<file path="src/rtl/mq_byteout_ctrl.sv">
// MQ coder byte-out controller: holds one pending byte B so a later carry can
// still ripple into it, requests bit stuffing after 0xFF, and terminates on flush.
module mq_byteout_ctrl (
  input  logic        clk,
  input  logic        rst,
  input  logic        byte_valid,
  input  logic [7:0]  byte_in,
  input  logic        carry_in,
  output logic        byte_ready,
  output logic        stuff_next,
  input  logic        flush_req,
  output logic        flush_done,
  output logic        out_valid,
  output logic [7:0]  out_data,
  input  logic        out_ready,
  output logic [15:0] byte_count,
  output logic        err
);

  typedef enum logic [1:0] {
    ST_EMPTY = 2'd0,
    ST_HOLD  = 2'd1,
    ST_FLUSH = 2'd2,
    ST_DONE  = 2'd3
  } state_t;

  state_t      state_r, state_s;
  logic [7:0]  b_r, b_s;
  logic        out_valid_r, out_valid_s;
  logic [7:0]  out_data_r, out_data_s;
  logic        flush_done_r, flush_done_s;
  logic [15:0] byte_count_r, byte_count_s;
  logic        err_r, err_s;
  logic        slot_free_s, drain_s, accept_s, carry_eff_s;

  assign slot_free_s = !out_valid_r || out_ready;
  assign drain_s     = out_valid_r && out_ready;
  assign byte_ready  = (state_r == ST_EMPTY) || ((state_r == ST_HOLD) && slot_free_s);
  assign stuff_next  = (state_r == ST_HOLD) &&
                       ((b_r == 8'hFF) || ((b_r == 8'hFE) && carry_in));
  // A flush request always beats a byte presented in the same cycle.
  assign accept_s    = byte_valid && byte_ready && !flush_req;
  // A carry cannot propagate past 0xFF (the stuffed bit absorbs it).
  assign carry_eff_s = carry_in && (b_r != 8'hFF);

  assign flush_done = flush_done_r;
  assign out_valid  = out_valid_r;
  assign out_data   = out_data_r;
  assign byte_count = byte_count_r;
  assign err        = err_r;

  // Next-state, pending-byte, output-slot, counter and error logic.
  always_comb begin
    state_s      = state_r;
    b_s          = b_r;
    out_valid_s  = out_valid_r && !out_ready;
    out_data_s   = out_data_r;
    flush_done_s = 1'b0;
    err_s        = err_r;
    if (drain_s && (byte_count_r != 16'hFFFF)) begin
      byte_count_s = byte_count_r + 16'd1;
    end else begin
      byte_count_s = byte_count_r;
    end

    case (state_r)
      ST_EMPTY: begin
        if (flush_req) begin
          state_s      = ST_DONE;
          flush_done_s = 1'b1;
          err_s        = err_r | byte_valid;
        end else if (accept_s) begin
          b_s     = byte_in;
          state_s = ST_HOLD;
          err_s   = err_r | carry_in;
        end else begin
          state_s = ST_EMPTY;
        end
      end
      ST_HOLD: begin
        if (flush_req) begin
          err_s = err_r | byte_valid;
          if (b_r == 8'hFF) begin
            state_s      = ST_DONE;
            flush_done_s = 1'b1;
          end else begin
            state_s = ST_FLUSH;
          end
        end else if (accept_s) begin
          out_data_s  = b_r + {7'd0, carry_eff_s};
          out_valid_s = 1'b1;
          b_s         = byte_in;
          err_s       = err_r | (carry_in && (b_r == 8'hFF));
        end else begin
          state_s = ST_HOLD;
        end
      end
      ST_FLUSH: begin
        if (slot_free_s) begin
          out_data_s   = b_r;
          out_valid_s  = 1'b1;
          state_s      = ST_DONE;
          flush_done_s = 1'b1;
        end else begin
          state_s = ST_FLUSH;
        end
      end
      ST_DONE: begin
        state_s      = ST_EMPTY;
        byte_count_s = 16'd0;
      end
      default: begin
        state_s = ST_EMPTY;
      end
    endcase
  end

  // State and datapath registers with synchronous reset.
  always_ff @(posedge clk) begin
    if (rst) begin
      state_r      <= ST_EMPTY;
      b_r          <= 8'd0;
      out_valid_r  <= 1'b0;
      out_data_r   <= 8'd0;
      flush_done_r <= 1'b0;
      byte_count_r <= 16'd0;
      err_r        <= 1'b0;
    end else begin
      state_r      <= state_s;
      b_r          <= b_s;
      out_valid_r  <= out_valid_s;
      out_data_r   <= out_data_s;
      flush_done_r <= flush_done_s;
      byte_count_r <= byte_count_s;
      err_r        <= err_s;
    end
  end

endmodule

</file>
<file path="config.mk">
export PLATFORM = sky130hd
export DESIGN_NAME = mq_byteout_ctrl
export DESIGN_NICKNAME = d
export VERILOG_FILES = /design/src/rtl/mq_byteout_ctrl.sv
export SDC_FILE = /design/constraint.sdc
export NUM_CORES = 1
export LEC_CHECK = 0
export BUFFER_PORTS_ARGS = -buffer_cell sky130_fd_sc_hd__buf_4
export CAP_MARGIN = 30
export CORE_ASPECT_RATIO = 0.5
export CORE_UTILIZATION = 53
export CTS_CLUSTER_DIAMETER = 100
export DETAILED_ROUTE_END_ITERATION = 10
export PLACE_DENSITY = 0.89
export SETUP_SLACK_MARGIN = 0.3
export SYNTH_ARGS = -nofsm -noshare
export SYNTH_HDL_FRONTEND = slang
export SYNTH_SLANG_ARGS = --single-unit
</file>
<file path="constraint.sdc">
create_clock -name clk -period 2.6 [get_ports clk]
set_clock_uncertainty 0.2 [all_clocks]
set_input_delay 0.39 -clock clk [delete_from_list [all_inputs] [get_ports clk]]
set_output_delay 0.39 -clock clk [all_outputs]
set_load 0.005 [all_outputs]
</file>
==> results_dict.tcl <==
set metrics [dict create \
    area_delta_synth_final_pct 23.2 \
    syn_nets 234 \
    gp_congestion 0.882 \
    antenna_found_initial 0 \
    ys_async_sr_fraction_pct 0 \
    slew_headroom_pct 69.0 \
    grt_pass1_vias 1533 \
    clk_path_buf_depth 2 \
    yosys.area_share.simple_pct 24.5 \
    min_path_cells 3 \
    cp_slowest_cell "dfxtp_1" \
    clk_pin_slew_ps 70 \
    worst_slew_pin_slew_ps 463 \
    yosys.area_share.xor_xnor_pct 9.09 \
    drv_cap 0 \
    diodes 0 \
    hold_violations 0 \
    syn_avg_cell_area_um2 9.05 \
    fin_ws_ps 303 \
    hp-class "input port to register" \
    viasPerCell 5.42 \
    wl_mm 4.12 \
    place_ws_ps 276 \
    io_pins 43 \
    regToRegSetupSlack_ps 300 \
    worst-path-max-fanout 5 \
    slew_violations 0 \
    min_to "b_r[0]" \
    io_buffers 42 \
    post-route-period-util_pct 88.3 \
    leakage_nw 0.956 \
    ys.flop_type "dfxtp_1" \
    clkSinkCount 37 \
    syn_inst 213 \
    cts_hold_buf 0 \
    vias 1663 \
    synth_mux_area_share_pct 6.23 \
    r2r_cells 10 \
    setup_viol 0 \
    cts_tree "yes" \
    slowest_delay_ps 410 \
    synth_common_cells "nor2_1, dfxtp_1, xnor2_1" \
    post-dp-hpwl_mm 2.94 \
    vdd_ir_drop_max_mv 0.296 \
    wl_per_cell_um 13.4 \
    fin_crit_ps 2300 \
    die_h_um 44.7 \
    synth_top_family_by_area "simple AND/OR/NAND/NOR gates" \
    p_per_area_nw_per_um2 532 \
    reg2reg_from "b_r[4]" \
    die_x_um 87.3 \
    synth_edf_count 0 \
    drc_errors 0 \
    coreArea_um2 3450 \
    grt_max_degree 22 \
    fmax_ghz 0.435 \
    grt_overflow 0 \
    crit_type "register to register" \
    synth_seq_cells 37 \
    yosys_warnings 0 \
    antenna_left 0 \
    yosysSeqAreaShare_pct 38.4 \
    yosys.area.top_type "dfxtp_1" \
    synth_cell_types 44 \
    dieArea_um2 3900 \
    crit_path_start_kind "register" \
    start_util_pct 55.8 \
    drive_above_1_share_pct 28.1 \
    netlist_area_um2 1930 \
    endpoint_kind "register" \
    timing.rr.end "out_data[6]" \
    arrival_ps 2250 \
    crit_buf_inv 0 \
    synth_compound_gate_area_share_pct 12.9 \
    rows 15 \
    fin_tns_setup_ps 0 \
    synth.top_cell.area_share_pct 38.4 \
    fin_nets 277 \
    drt_iter0_drc 36 \
    synth_most_common_cell "nor2_1" \
    clk_latency_ps 290 \
    crit_family "simple AND/OR/NAND/NOR gates" \
    status "complete, no violations" \
    worstHoldStart "byte_in[0]" \
    htreeDepth 2 \
    cp.required_ps 2550 \
    cp_cell_sequence "nand4_1 > nor2_2 > nor2b_1 > ha_1 > ha_1 > nor2b_1 > and3_1 > nand3_1 > xor2_1 > a211oi_1" \
    clock-root-buffer "clkbuf_8" \
    numCtsBuffers 5 \
    synth_area_leaders "dfxtp_1, nor2_1, mux2i_1" \
    grt_pass1_wl_mm 6.72 \
    synthAdderAreaFrac_pct 4.54 \
    grt_use_total_pct 22.9 \
    drtPass1Iterations 6 \
    rsz0062_at_grt "yes" \
]
cells by family (layout without fill, tap and decap cells):
group,Yosys count,after routing
buf+inv,17,60
mux,12,12
xor+xnor,20,20
flops,37,37
compound gates,32,32
fa+ha+maj,7,7
simple gates,88,88
through the flow:
step	cell area, um2	utilization (%)	total power, mW	instances	hold slack [ps]
finish	2370	68.8	1.26	307	137
floorplan	1930	-	0.782	213	285
CTS	2350	68.2	1.27	305	135
global placement	2260	65.4	0.854	297	286
detailed placement	2260	65.4	0.863	297	298
global route	2370	68.8	1.32	307	130
cells in the final DEF, fill, tap and decap left out, types with 7 or more instances in the layout:
cell	count
mux2i_1	12
xor2_1	7
nor2_1	38
buf_4	46
nand4_1	9
nand2_1	8
dfxtp_1	34
xnor2_1	13
a21oi_1	8
a211oi_1	7
inv_1	7
flip-flops by register name, indices dropped and copies added (netlist names):
name and cells:
b_r 8, byte_count 16, err 1, flush_done 1, out_data 8, out_valid 1, state_r 2
worst min-delay path, stage by stage:
cell and delay (ps):
buf_4 80, mux2i_1 50, nor2_1 70
timing repair:
action                     CTS  global route
gates cloned                 0             0
setup buffers                1             2
resized for setup            1             4
setup endpoints to repair    1             3
pin swaps                    2             1
where the power goes:
| group | switching (mW) | leakage, nW | internal [mW] | total, mW |
|---|---|---|---|---|
| combinational | 0.118 | 0.609 | 0.108 | 0.226 |
| clock | 0.198 | 0.0443 | 0.210 | 0.408 |
| sequential | 0.0289 | 0.302 | 0.601 | 0.630 |
| total | 0.345 | 0.956 | 0.919 | 1.26 |
worst max path at each step:
stage                       from           to  slack, ps  cells after the start
final                     b_r[4]  out_data[6]        300                     10
after global placement    b_r[3]  out_data[6]        390                     10
after CTS                 b_r[3]  out_data[6]        320                     10
after detailed placement  b_r[3]  out_data[6]        280                     10
after global routing      b_r[4]  out_data[6]        200                     10
after floorplan           b_r[3]  out_data[6]        510                     10
layer usage:
metal | GRT usage (%) | routed length [um]
met1 | 27.2 | 1930
met2 | 39.4 | 1930
met3 | 6.72 | 198
met4 | 9.84 | 63
met5 | 0 | 0
layout make-up:
type / instances / area [um2]
Clock buffer: 7 / 86.3
Timing Repair Buffer: 46 / 345
Sequential cell: 37 / 744
Fill cell: 288 / 1080
Tap cell: 51 / 63.8
Multi-Input combinational cell: 159 / 1110
Inverter: 7 / 26.3
(Power assumes the default switching activity.)
